--- config.mk ---
export PLATFORM = sky130hd
export DESIGN_NAME = ex_stage_flat
export DESIGN_NICKNAME = d
export VERILOG_FILES = /design/src/rtl/ex_stage_pkg.sv /design/src/rtl/ex_stage_if.sv /design/src/rtl/ex_stage_divider.sv /design/src/rtl/ex_stage.sv /design/src/flat_wrapper.sv
export SDC_FILE = /design/constraint.sdc
export NUM_CORES = 2
export LEC_CHECK = 0
export ABC_AREA = 1
export CORE_MARGIN = 2
export CORE_UTILIZATION = 55
export CTS_CLUSTER_SIZE = 24
export DETAILED_ROUTE_END_ITERATION = 10
export GPL_ROUTABILITY_DRIVEN = 1
export PLACE_DENSITY = 0.72
export SLEW_MARGIN = 30
export SYNTH_ARGS = -nofsm -noshare
export SYNTH_HDL_FRONTEND = slang
export SYNTH_SLANG_ARGS = --single-unit
--- constraint.sdc ---
create_clock -name clk -period 4.6 [get_ports clk]
set_input_delay 0.92 -clock clk [delete_from_list [all_inputs] [get_ports clk]]
set_output_delay 0.92 -clock clk [all_outputs]
set_load 0.005 [all_outputs]
--- src/rtl/ex_stage_pkg.sv ---
// Shared bus widths, R-type funct codes and the HI/LO pair type for the ID and EX stages.
package ex_stage_pkg;

  localparam int DATA_W     = 32;
  localparam int FUNCT_W    = 6;
  localparam int SHAMT_W    = 5;
  localparam int REG_ADDR_W = 5;

  typedef logic [DATA_W-1:0]     data_t;
  typedef logic [FUNCT_W-1:0]    funct_t;
  typedef logic [SHAMT_W-1:0]    shamt_t;
  typedef logic [REG_ADDR_W-1:0] reg_addr_t;

  typedef struct packed {
    data_t hi;
    data_t lo;
  } hilo_t;

  localparam funct_t FUNCT_SLL   = 6'h00;
  localparam funct_t FUNCT_SRL   = 6'h02;
  localparam funct_t FUNCT_SRA   = 6'h03;
  localparam funct_t FUNCT_SLLV  = 6'h04;
  localparam funct_t FUNCT_SRLV  = 6'h06;
  localparam funct_t FUNCT_SRAV  = 6'h07;
  localparam funct_t FUNCT_MFHI  = 6'h10;
  localparam funct_t FUNCT_MTHI  = 6'h11;
  localparam funct_t FUNCT_MFLO  = 6'h12;
  localparam funct_t FUNCT_MTLO  = 6'h13;
  localparam funct_t FUNCT_MULT  = 6'h18;
  localparam funct_t FUNCT_MULTU = 6'h19;
  localparam funct_t FUNCT_DIV   = 6'h1A;
  localparam funct_t FUNCT_DIVU  = 6'h1B;
  localparam funct_t FUNCT_ADD   = 6'h20;
  localparam funct_t FUNCT_ADDU  = 6'h21;
  localparam funct_t FUNCT_SUB   = 6'h22;
  localparam funct_t FUNCT_SUBU  = 6'h23;
  localparam funct_t FUNCT_AND   = 6'h24;
  localparam funct_t FUNCT_OR    = 6'h25;
  localparam funct_t FUNCT_XOR   = 6'h26;
  localparam funct_t FUNCT_NOR   = 6'h27;
  localparam funct_t FUNCT_SLT   = 6'h2A;
  localparam funct_t FUNCT_SLTU  = 6'h2B;

  function automatic logic is_known_funct(funct_t f);
    case (f)
      FUNCT_SLL, FUNCT_SRL, FUNCT_SRA, FUNCT_SLLV, FUNCT_SRLV, FUNCT_SRAV,
      FUNCT_MFHI, FUNCT_MTHI, FUNCT_MFLO, FUNCT_MTLO,
      FUNCT_MULT, FUNCT_MULTU, FUNCT_DIV, FUNCT_DIVU,
      FUNCT_ADD, FUNCT_ADDU, FUNCT_SUB, FUNCT_SUBU,
      FUNCT_AND, FUNCT_OR, FUNCT_XOR, FUNCT_NOR,
      FUNCT_SLT, FUNCT_SLTU: return 1'b1;
      default:               return 1'b0;
    endcase
  endfunction

endpackage

--- src/rtl/ex_stage_if.sv ---
// ID/EX bundle into the execute stage and the EX/MEM-bound results coming out of it.
interface ex_stage_if;
  import ex_stage_pkg::*;

  funct_t    funct_in;
  shamt_t    shamt_in;
  data_t     operand_1_in;
  data_t     operand_2_in;
  logic      write_reg_en_in;
  reg_addr_t write_reg_addr_in;
  data_t     result_out;
  logic      write_reg_en_out;
  reg_addr_t write_reg_addr_out;
  logic      stall_request_out;

  modport master (
    output funct_in, shamt_in, operand_1_in, operand_2_in,
           write_reg_en_in, write_reg_addr_in,
    input  result_out, write_reg_en_out, write_reg_addr_out, stall_request_out
  );

  modport slave (
    input  funct_in, shamt_in, operand_1_in, operand_2_in,
           write_reg_en_in, write_reg_addr_in,
    output result_out, write_reg_en_out, write_reg_addr_out, stall_request_out
  );
endinterface

--- src/rtl/ex_stage_divider.sv ---
// Iterative restoring divider: one quotient bit per cycle over 32 BUSY cycles, then one DONE cycle.
module ex_stage_divider
  import ex_stage_pkg::*;
(
  input  logic  clk,
  input  logic  rst,
  input  logic  start,
  input  logic  is_signed,
  input  data_t dividend,
  input  data_t divisor,
  output logic  busy,
  output logic  done,
  output data_t quotient,
  output data_t remainder
);
  typedef enum logic [1:0] {IDLE, BUSY, DONE} state_t;

  state_t      state_reg;
  logic [4:0]  count_reg;
  data_t       quo_reg, rem_reg, divisor_reg;
  logic        neg_q_reg, neg_r_reg;

  logic        sign_a, sign_b;
  data_t       dividend_mag, divisor_mag, quo_next, rem_next;
  logic [DATA_W:0] rem_shift, diff;

  assign sign_a       = is_signed & dividend[DATA_W-1];
  assign sign_b       = is_signed & divisor[DATA_W-1];
  assign dividend_mag = sign_a ? -dividend : dividend;
  assign divisor_mag  = sign_b ? -divisor  : divisor;

  // quo_reg starts as the dividend and shifts its MSB into the partial remainder
  always_comb begin
    rem_shift = {rem_reg, quo_reg[DATA_W-1]};
    diff      = rem_shift - {1'b0, divisor_reg};
    if (!diff[DATA_W]) begin
      rem_next = diff[DATA_W-1:0];
      quo_next = {quo_reg[DATA_W-2:0], 1'b1};
    end else begin
      rem_next = rem_shift[DATA_W-1:0];
      quo_next = {quo_reg[DATA_W-2:0], 1'b0};
    end
  end

  always_ff @(posedge clk or negedge rst) begin
    if (!rst) begin
      state_reg   <= IDLE;
      count_reg   <= '0;
      quo_reg     <= '0;
      rem_reg     <= '0;
      divisor_reg <= '0;
      neg_q_reg   <= 1'b0;
      neg_r_reg   <= 1'b0;
      busy        <= 1'b0;
      done        <= 1'b0;
      quotient    <= '0;
      remainder   <= '0;
    end else begin
      case (state_reg)
        IDLE: begin
          done <= 1'b0;
          if (start) begin
            quo_reg     <= dividend_mag;
            rem_reg     <= '0;
            divisor_reg <= divisor_mag;
            neg_q_reg   <= sign_a ^ sign_b;
            neg_r_reg   <= sign_a;
            count_reg   <= '0;
            busy        <= 1'b1;
            state_reg   <= BUSY;
          end
        end
        BUSY: begin
          quo_reg   <= quo_next;
          rem_reg   <= rem_next;
          count_reg <= count_reg + 5'd1;
          if (count_reg == 5'd31) begin
            busy      <= 1'b0;
            done      <= 1'b1;
            quotient  <= neg_q_reg ? -quo_next : quo_next;
            remainder <= neg_r_reg ? -rem_next : rem_next;
            state_reg <= DONE;
          end
        end
        DONE: begin
          done      <= 1'b0;
          state_reg <= IDLE;
        end
        default: state_reg <= IDLE;
      endcase
    end
  end

endmodule

--- src/rtl/ex_stage.sv ---
// MIPS execute stage: ALU, HI/LO registers and divide stall logic.
// Define EX_DIV_EN to build in the iterative divider; otherwise DIV/DIVU are no-ops.
module ex_stage
  import ex_stage_pkg::*;
(
  input  logic clk,
  input  logic rst,
  ex_stage_if.slave bus
);
  funct_t funct;
  shamt_t shamt;
  data_t  op1, op2, result;
  logic   ovf, known, stall, mul_signed;
  logic [2*DATA_W-1:0] mul_a, mul_b, product;
  hilo_t  hilo_reg;
  logic   div_done;
  data_t  div_quotient, div_remainder;

  assign funct = bus.funct_in;
  assign shamt = bus.shamt_in;
  assign op1   = bus.operand_1_in;
  assign op2   = bus.operand_2_in;

  // One 64x64 multiplier serves both MULT and MULTU; the low 64 bits are exact either way
  assign mul_signed = (funct == FUNCT_MULT);
  assign mul_a      = {{DATA_W{mul_signed & op1[DATA_W-1]}}, op1};
  assign mul_b      = {{DATA_W{mul_signed & op2[DATA_W-1]}}, op2};
  assign product    = mul_a * mul_b;

  always_comb begin
    result = '0;
    ovf    = 1'b0;
    case (funct)
      FUNCT_ADD: begin
        result = op1 + op2;
        ovf    = (op1[DATA_W-1] == op2[DATA_W-1]) && (result[DATA_W-1] != op1[DATA_W-1]);
      end
      FUNCT_ADDU: result = op1 + op2;
      FUNCT_SUB: begin
        result = op1 - op2;
        ovf    = (op1[DATA_W-1] != op2[DATA_W-1]) && (result[DATA_W-1] != op1[DATA_W-1]);
      end
      FUNCT_SUBU: result = op1 - op2;
      FUNCT_AND:  result = op1 & op2;
      FUNCT_OR:   result = op1 | op2;
      FUNCT_XOR:  result = op1 ^ op2;
      FUNCT_NOR:  result = ~(op1 | op2);
      FUNCT_SLT:  result = {{(DATA_W-1){1'b0}}, ($signed(op1) < $signed(op2))};
      FUNCT_SLTU: result = {{(DATA_W-1){1'b0}}, (op1 < op2)};
      FUNCT_SLL:  result = op2 << shamt;
      FUNCT_SRL:  result = op2 >> shamt;
      FUNCT_SRA:  result = $signed(op2) >>> shamt;
      FUNCT_SLLV: result = op2 << op1[4:0];
      FUNCT_SRLV: result = op2 >> op1[4:0];
      FUNCT_SRAV: result = $signed(op2) >>> op1[4:0];
      FUNCT_MFHI: result = hilo_reg.hi;
      FUNCT_MFLO: result = hilo_reg.lo;
      default:    result = '0;
    endcase
  end

  assign known = is_known_funct(funct);

`ifdef EX_DIV_EN
  logic is_div, div_start, div_busy;

  assign is_div    = (funct == FUNCT_DIV) || (funct == FUNCT_DIVU);
  assign div_start = is_div && (op2 != '0);

  ex_stage_divider u_divider (
    .clk       (clk),
    .rst       (rst),
    .start     (div_start),
    .is_signed (funct == FUNCT_DIV),
    .dividend  (op1),
    .divisor   (op2),
    .busy      (div_busy),
    .done      (div_done),
    .quotient  (div_quotient),
    .remainder (div_remainder)
  );

  // Stall covers the accepting IDLE cycle and all BUSY cycles, never DONE or reset
  assign stall = rst & (div_busy | (div_start & ~div_done));
`else
  assign stall         = 1'b0;
  assign div_done      = 1'b0;
  assign div_quotient  = '0;
  assign div_remainder = '0;
`endif

  always_ff @(posedge clk or negedge rst) begin
    if (!rst) begin
      hilo_reg <= '0;
    end else if (div_done) begin
      hilo_reg <= '{hi: div_remainder, lo: div_quotient};
    end else begin
      case (funct)
        FUNCT_MTHI:              hilo_reg.hi <= op1;
        FUNCT_MTLO:              hilo_reg.lo <= op1;
        FUNCT_MULT, FUNCT_MULTU: hilo_reg    <= hilo_t'(product);
        default: ;
      endcase
    end
  end

  assign bus.result_out         = result;
  assign bus.write_reg_en_out   = bus.write_reg_en_in & ~stall & ~ovf & known;
  assign bus.write_reg_addr_out = bus.write_reg_addr_in;
  assign bus.stall_request_out  = stall;

endmodule
--- src/flat_wrapper.sv ---
// flat-port wrapper written by rule: the top's interface ports become plain ports
module ex_stage_flat import ex_stage_pkg::*;
  (clk, rst, bus_funct_in, bus_shamt_in, bus_operand_1_in, bus_operand_2_in, bus_write_reg_en_in, bus_write_reg_addr_in, bus_result_out, bus_write_reg_en_out, bus_write_reg_addr_out, bus_stall_request_out);
  ex_stage_if bus_i ();
  input  logic clk;
  input  logic rst;
  input wire logic [$bits(bus_i.funct_in)-1:0] bus_funct_in;
  input wire logic [$bits(bus_i.shamt_in)-1:0] bus_shamt_in;
  input wire logic [$bits(bus_i.operand_1_in)-1:0] bus_operand_1_in;
  input wire logic [$bits(bus_i.operand_2_in)-1:0] bus_operand_2_in;
  input wire logic [$bits(bus_i.write_reg_en_in)-1:0] bus_write_reg_en_in;
  input wire logic [$bits(bus_i.write_reg_addr_in)-1:0] bus_write_reg_addr_in;
  output wire logic [$bits(bus_i.result_out)-1:0] bus_result_out;
  output wire logic [$bits(bus_i.write_reg_en_out)-1:0] bus_write_reg_en_out;
  output wire logic [$bits(bus_i.write_reg_addr_out)-1:0] bus_write_reg_addr_out;
  output wire logic [$bits(bus_i.stall_request_out)-1:0] bus_stall_request_out;
  assign bus_i.funct_in = bus_funct_in;
  assign bus_i.shamt_in = bus_shamt_in;
  assign bus_i.operand_1_in = bus_operand_1_in;
  assign bus_i.operand_2_in = bus_operand_2_in;
  assign bus_i.write_reg_en_in = bus_write_reg_en_in;
  assign bus_i.write_reg_addr_in = bus_write_reg_addr_in;
  assign bus_result_out = bus_i.result_out;
  assign bus_write_reg_en_out = bus_i.write_reg_en_out;
  assign bus_write_reg_addr_out = bus_i.write_reg_addr_out;
  assign bus_stall_request_out = bus_i.stall_request_out;
  ex_stage u_core (.clk(clk), .rst(rst), .bus(bus_i));
endmodule
==> results of run 1 <==
[Yosys cell counts, drive strengths merged, types with 9 or more instances]
cell	count	share of area [%]
o211ai	70	0.99
o21a	14	0.19
nor2	416	2.9
nor3	35	0.34
nand3	641	5.9
nand2	2104	15
nand3b	13	0.18
xor2	19	0.30
inv	1839	13
ha	308	7.0
xnor2	18	0.29
a221oi	9	0.14
dfrtp	64	2.9
or2	16	0.18
clkbuf	287	2.0
o22ai	26	0.30
nor4	9	0.10
buf	123	1.2
a21oi	227	2.1
a21o	11	0.15
a211oi	11	0.15
o221ai	13	0.21
a31oi	13	0.15
o21ai	233	2.3
fa	1127	41
o21bai	36	0.49
nand4	54	0.62
[through the flow]
step	TNS, ns	util (%)
after CTS	-164.81	76.9
after detailed placement	-238.89	70.2
after global placement	-230.63	70.2
after floorplan	-131.17	-
[what timing repair did]
action | in CTS
setup buffers | 229
pin swaps | 460
gates resized for setup | 1200
gates cloned | 11
endpoints found under the setup margin | 91
[kinds of logic after synthesis]
kind of cell               Yosys count
other                                1
xor gates and xnor gates            37
and+or+nand+nor                   3291
buffers and inverters             2257
DFF                                 64
AOI/OAI and AO/OA                  677
adders and majority gates         1435
[layer usage]
metal	GRT overflow	GRT usage, %
met1	82	85.6
met3	104	69.8
met5	9	48.7
met4	416	77.2
met2	793	95.9
==> run metrics, run 1 <==
Max Root-Sink Buffers=2; post-synthesis mux area share=0%; Synth async-reset ratio=100%; Die Wd=319 um; synth warn=0; Synthesized Nets=9280; largest net degree at the start of global routing=49; Post-Synth Simple-Gate Area=24.9%; vias in the first global route=82600; Global Route Usage Sum=82.9%; Post-CTS Hold Buffers=0; Stopped at=global routing; sequential cell area fraction in the yosys report=2.93%; Synth Area in Adders=48.3%; htree depth=3; post-synth cell types=55; stop err=[ERROR GRT-0116] Global routing finished with congestion. Check the congestion regions in the DRC Viewer.; row cnt=115; syn avg cell area=7.04 um^2; GR Overflow Total=1404; Synth Register Bits=64; Die Y=319 um; xor/xnor share of the synthesized area=0.593%; buffers added on ports=110; cell count after placement=10300; Cell Area, Placed=69100 um^2; CTS buffer count=9; first-pass GRT wire length=614 mm; outcome=did not finish; Ports=122; gate count of the mapped netlist=7762; Post-synth EDFFs=0; Compound-Gate Fraction of Synth Area=7.35%; clk sinks=64; top_reg_cell synth=dfrtp_1; pre-CTS WS=-4.39 ns; clock root buffer master=clkbuf_16; largest family of logic cells by synthesized area=adder cells; DP HPWL=238 mm; starting density of the core=55.5%; Synth Cell Area=54700 um^2; GP Congestion=1.16
==> inputs of run 2 (changes only) <==
Settings changed: CORE_UTILIZATION 55 to 40, CTS_CLUSTER_SIZE 24 to not set, PLACE_DENSITY 0.72 to not set, PLACE_DENSITY_LB_ADDON set to 0.15.
==> run 2 against run 1 <==
Compared with the run above: the flow now finishes, with violations (setup timing); synthesized cell count stayed put; area after synthesis unchanged.
==> run metrics, run 2 <==
final WL=290 mm; CP max stage delay=0.62 ns; final worst slack=-3.15 ns; fin crit share=168%; Synth area leaders=fa_1 (41%), nand2_1 (14%), inv_1 (13%), ha_1 (7.0%), nand3_1 (5.8%); commonest cells after routing, fill and taps aside=nand2_1 (1915), inv_1 (1664), buf_4 (1481); largest net degree at the start of global routing=49; largest family of logic cells by synthesized area=adder cells; crit path DAT=7.98 ns; crit-path max FO=8; buffers added on ports=110; Area Growth Syn to Fin=43.6%; fin crit period=7.75 ns; Post-synth EDFFs=0; clock-pin slew on the worst setup and hold paths=0.06 ns; post-synth cell types=55; Synth async-reset ratio=100%; Post-CTS Hold Buffers=0; Crit path required time=4.83 ns; Synth Register Bits=64; most used cell, CP=fa_1; Fin Clk Skew=0 ns; Net count, final=10800; Synth Area in Adders=48.3%; RSZ-0062 raised after global routing=true; Max Cap Viol=0; Ports=122; DRC Markers=0; Setup Viol. Count Final=90; CP max-delay cell=fa_2; post-route antenna net violation count=0; max reg flops=64; Post-Layout Cell Count=11100; CTS buffer count=9; gate count of the mapped netlist=7762; outcome=finished, violations left; Synth Cell Area=54700 um^2; Final Max Tran Viols=0; Fillers=12700; DP HPWL=243 mm; initial antenna violation count=24; cell count after placement=10800; top-count cell post-synth=nand2_1; DRT iter0 DRCs=6773; Least-Margin Pin Slew=0.790 ns; Final Hold Violating Endpoints=0; Vias per Instance=5.36; xor/xnor share of the synthesized area=0.593%; die area=140000 um^2; Max Root-Sink Buffers=2; GR Overflow Total=0; worst reg2reg setup slack=3.61 ns; synth warn=0; router iterations before antenna repair=9; starting density of the core=40.3%; vias in the first global route=59800; pre-CTS WS=-4.50 ns; clock root buffer master=clkbuf_16; Clock Latency Late Sink=0.35 ns; Post-synth top cells=nand2_1 (2094), inv_1 (1825), fa_1 (1127), nand3_1 (637), nor2_1 (408); Hold Crit Class=register to register; clk sinks=64; routed length per instance=26.1 um; first-pass GRT wire length=414 mm; FMAX=0.129 GHz; commonest non-fill, non-tap cell in the layout=nand2_1; CTS tree=done; Die Y=374 um; Compound-Gate Fraction of Synth Area=7.35%; htree depth=3; headroom to the max-slew limit=47.3%; Post-Synth Simple-Gate Area=24.9%; syn avg cell area=7.04 um^2; Synth area leader=fa_1; critical path startpoint category=primary input; post-synthesis mux area share=0%; Core ar.=136000 um^2; Die Wd=374 um; post-synth top area share=41.3%; share of layout cells above drive strength 1=32.0%; failing checks=setup timing; CP Class=primary input to register; sequential cell area fraction in the yosys report=2.93%; row cnt=135; Global Route Usage Sum=41.1%; Vias=59500; CP endpoint kind=register; Synthesized Nets=9280; top_reg_cell synth=dfrtp_1; GP Congestion=1.08
-- run 2: cell counts after synthesis --
No cell type changed its count.
-- run 2: final timing paths --
kind	startpoint	to	cells past startpoint
setup / recovery	bus_funct_in[2]	u_core.hilo_reg[56]	35
hold / removal	u_core.hilo_reg[2]	u_core.hilo_reg[2]	2
min in group asynchronous	rst	u_core.hilo_reg[21]	1
setup reg to reg	u_core.hilo_reg[60]	u_core.hilo_reg[60]	3
max in group asynchronous	rst	u_core.hilo_reg[37]	2
hold reg to reg	u_core.hilo_reg[2]	u_core.hilo_reg[2]	2
-- run 2: final cells by class --
| cell class | count | area, um^2 | share of cell area (%) |
|---|---|---|---|
| sequential | 64 | 1600 | 2.04 |
| clock buffer | 11 | 243 | 0.309 |
| clock inverter | 5 | 80.1 | 0.102 |
| multi-input combinational | 5441 | 49800 | 63.4 |
| timing repair buffer | 1924 | 17500 | 22.3 |
| inverter | 1847 | 7060 | 9.00 |
| antenna | 12 | 30.0 | 0.0383 |
| tap | 1781 | 2230 | 2.84 |
-- run 2: cell families (layout without fill, tap and decap cells) --
group                      count (synthesis)  after routing
adders and majority gates               1435           1435
and+or+nand+nor                         3291           3291
xor gates and xnor gates                  37             37
buffers and inverters                   2257           3787
other                                      1             13
DFF                                       64             64
AOI/OAI and AO/OA                        677            677
-- run 2: critical path, delay by kind of cell --
kind	cells	cell delay, ns
adders and majority gates	9	4.38
buffers and inverters	13	1.12
and+or+nand+nor	12	1.32
AOI/OAI and AO/OA	1	0.20
-- run 2: per-stage QoR --
stage | TNS [ns] | utilization (%) | hold slack, ns | instance area, um^2
floorplan | -131.17 | - | 0.452 | 57000
global placement | -249.66 | 51.9 | 0.471 | 70400
detailed placement | -250.92 | 51.9 | 0.484 | 70400
CTS | -160.93 | 56.4 | 0.500 | 76600
global route | -177.10 | 57.8 | 0.521 | 78500
finish | -165.26 | 57.9 | 0.501 | 78500
-- run 2: repair_timing --
action / in CTS / in global routing
pin swaps: 392 / 270
setup endpoints to repair: 92 / 91
endpoints found under the hold margin: 0 / 0
setup buffers: 164 / 67
cloned: 10 / 2
resized for setup: 1214 / 384
-- run 2: layer usage --
layer | global-route usage [%] | share of wire (%) | routed length, um
met1 | 58.1 | 42 | 122000
met2 | 60.6 | 42 | 121000
met3 | 8.72 | 10 | 30200
met4 | 17.4 | 5.5 | 15900
met5 | 0 | 0.028 | 82
Power of run 2 is left out: the tool's default activity adds up to more than one toggle a clock period on the data nets, which glitch-free logic cannot reach.
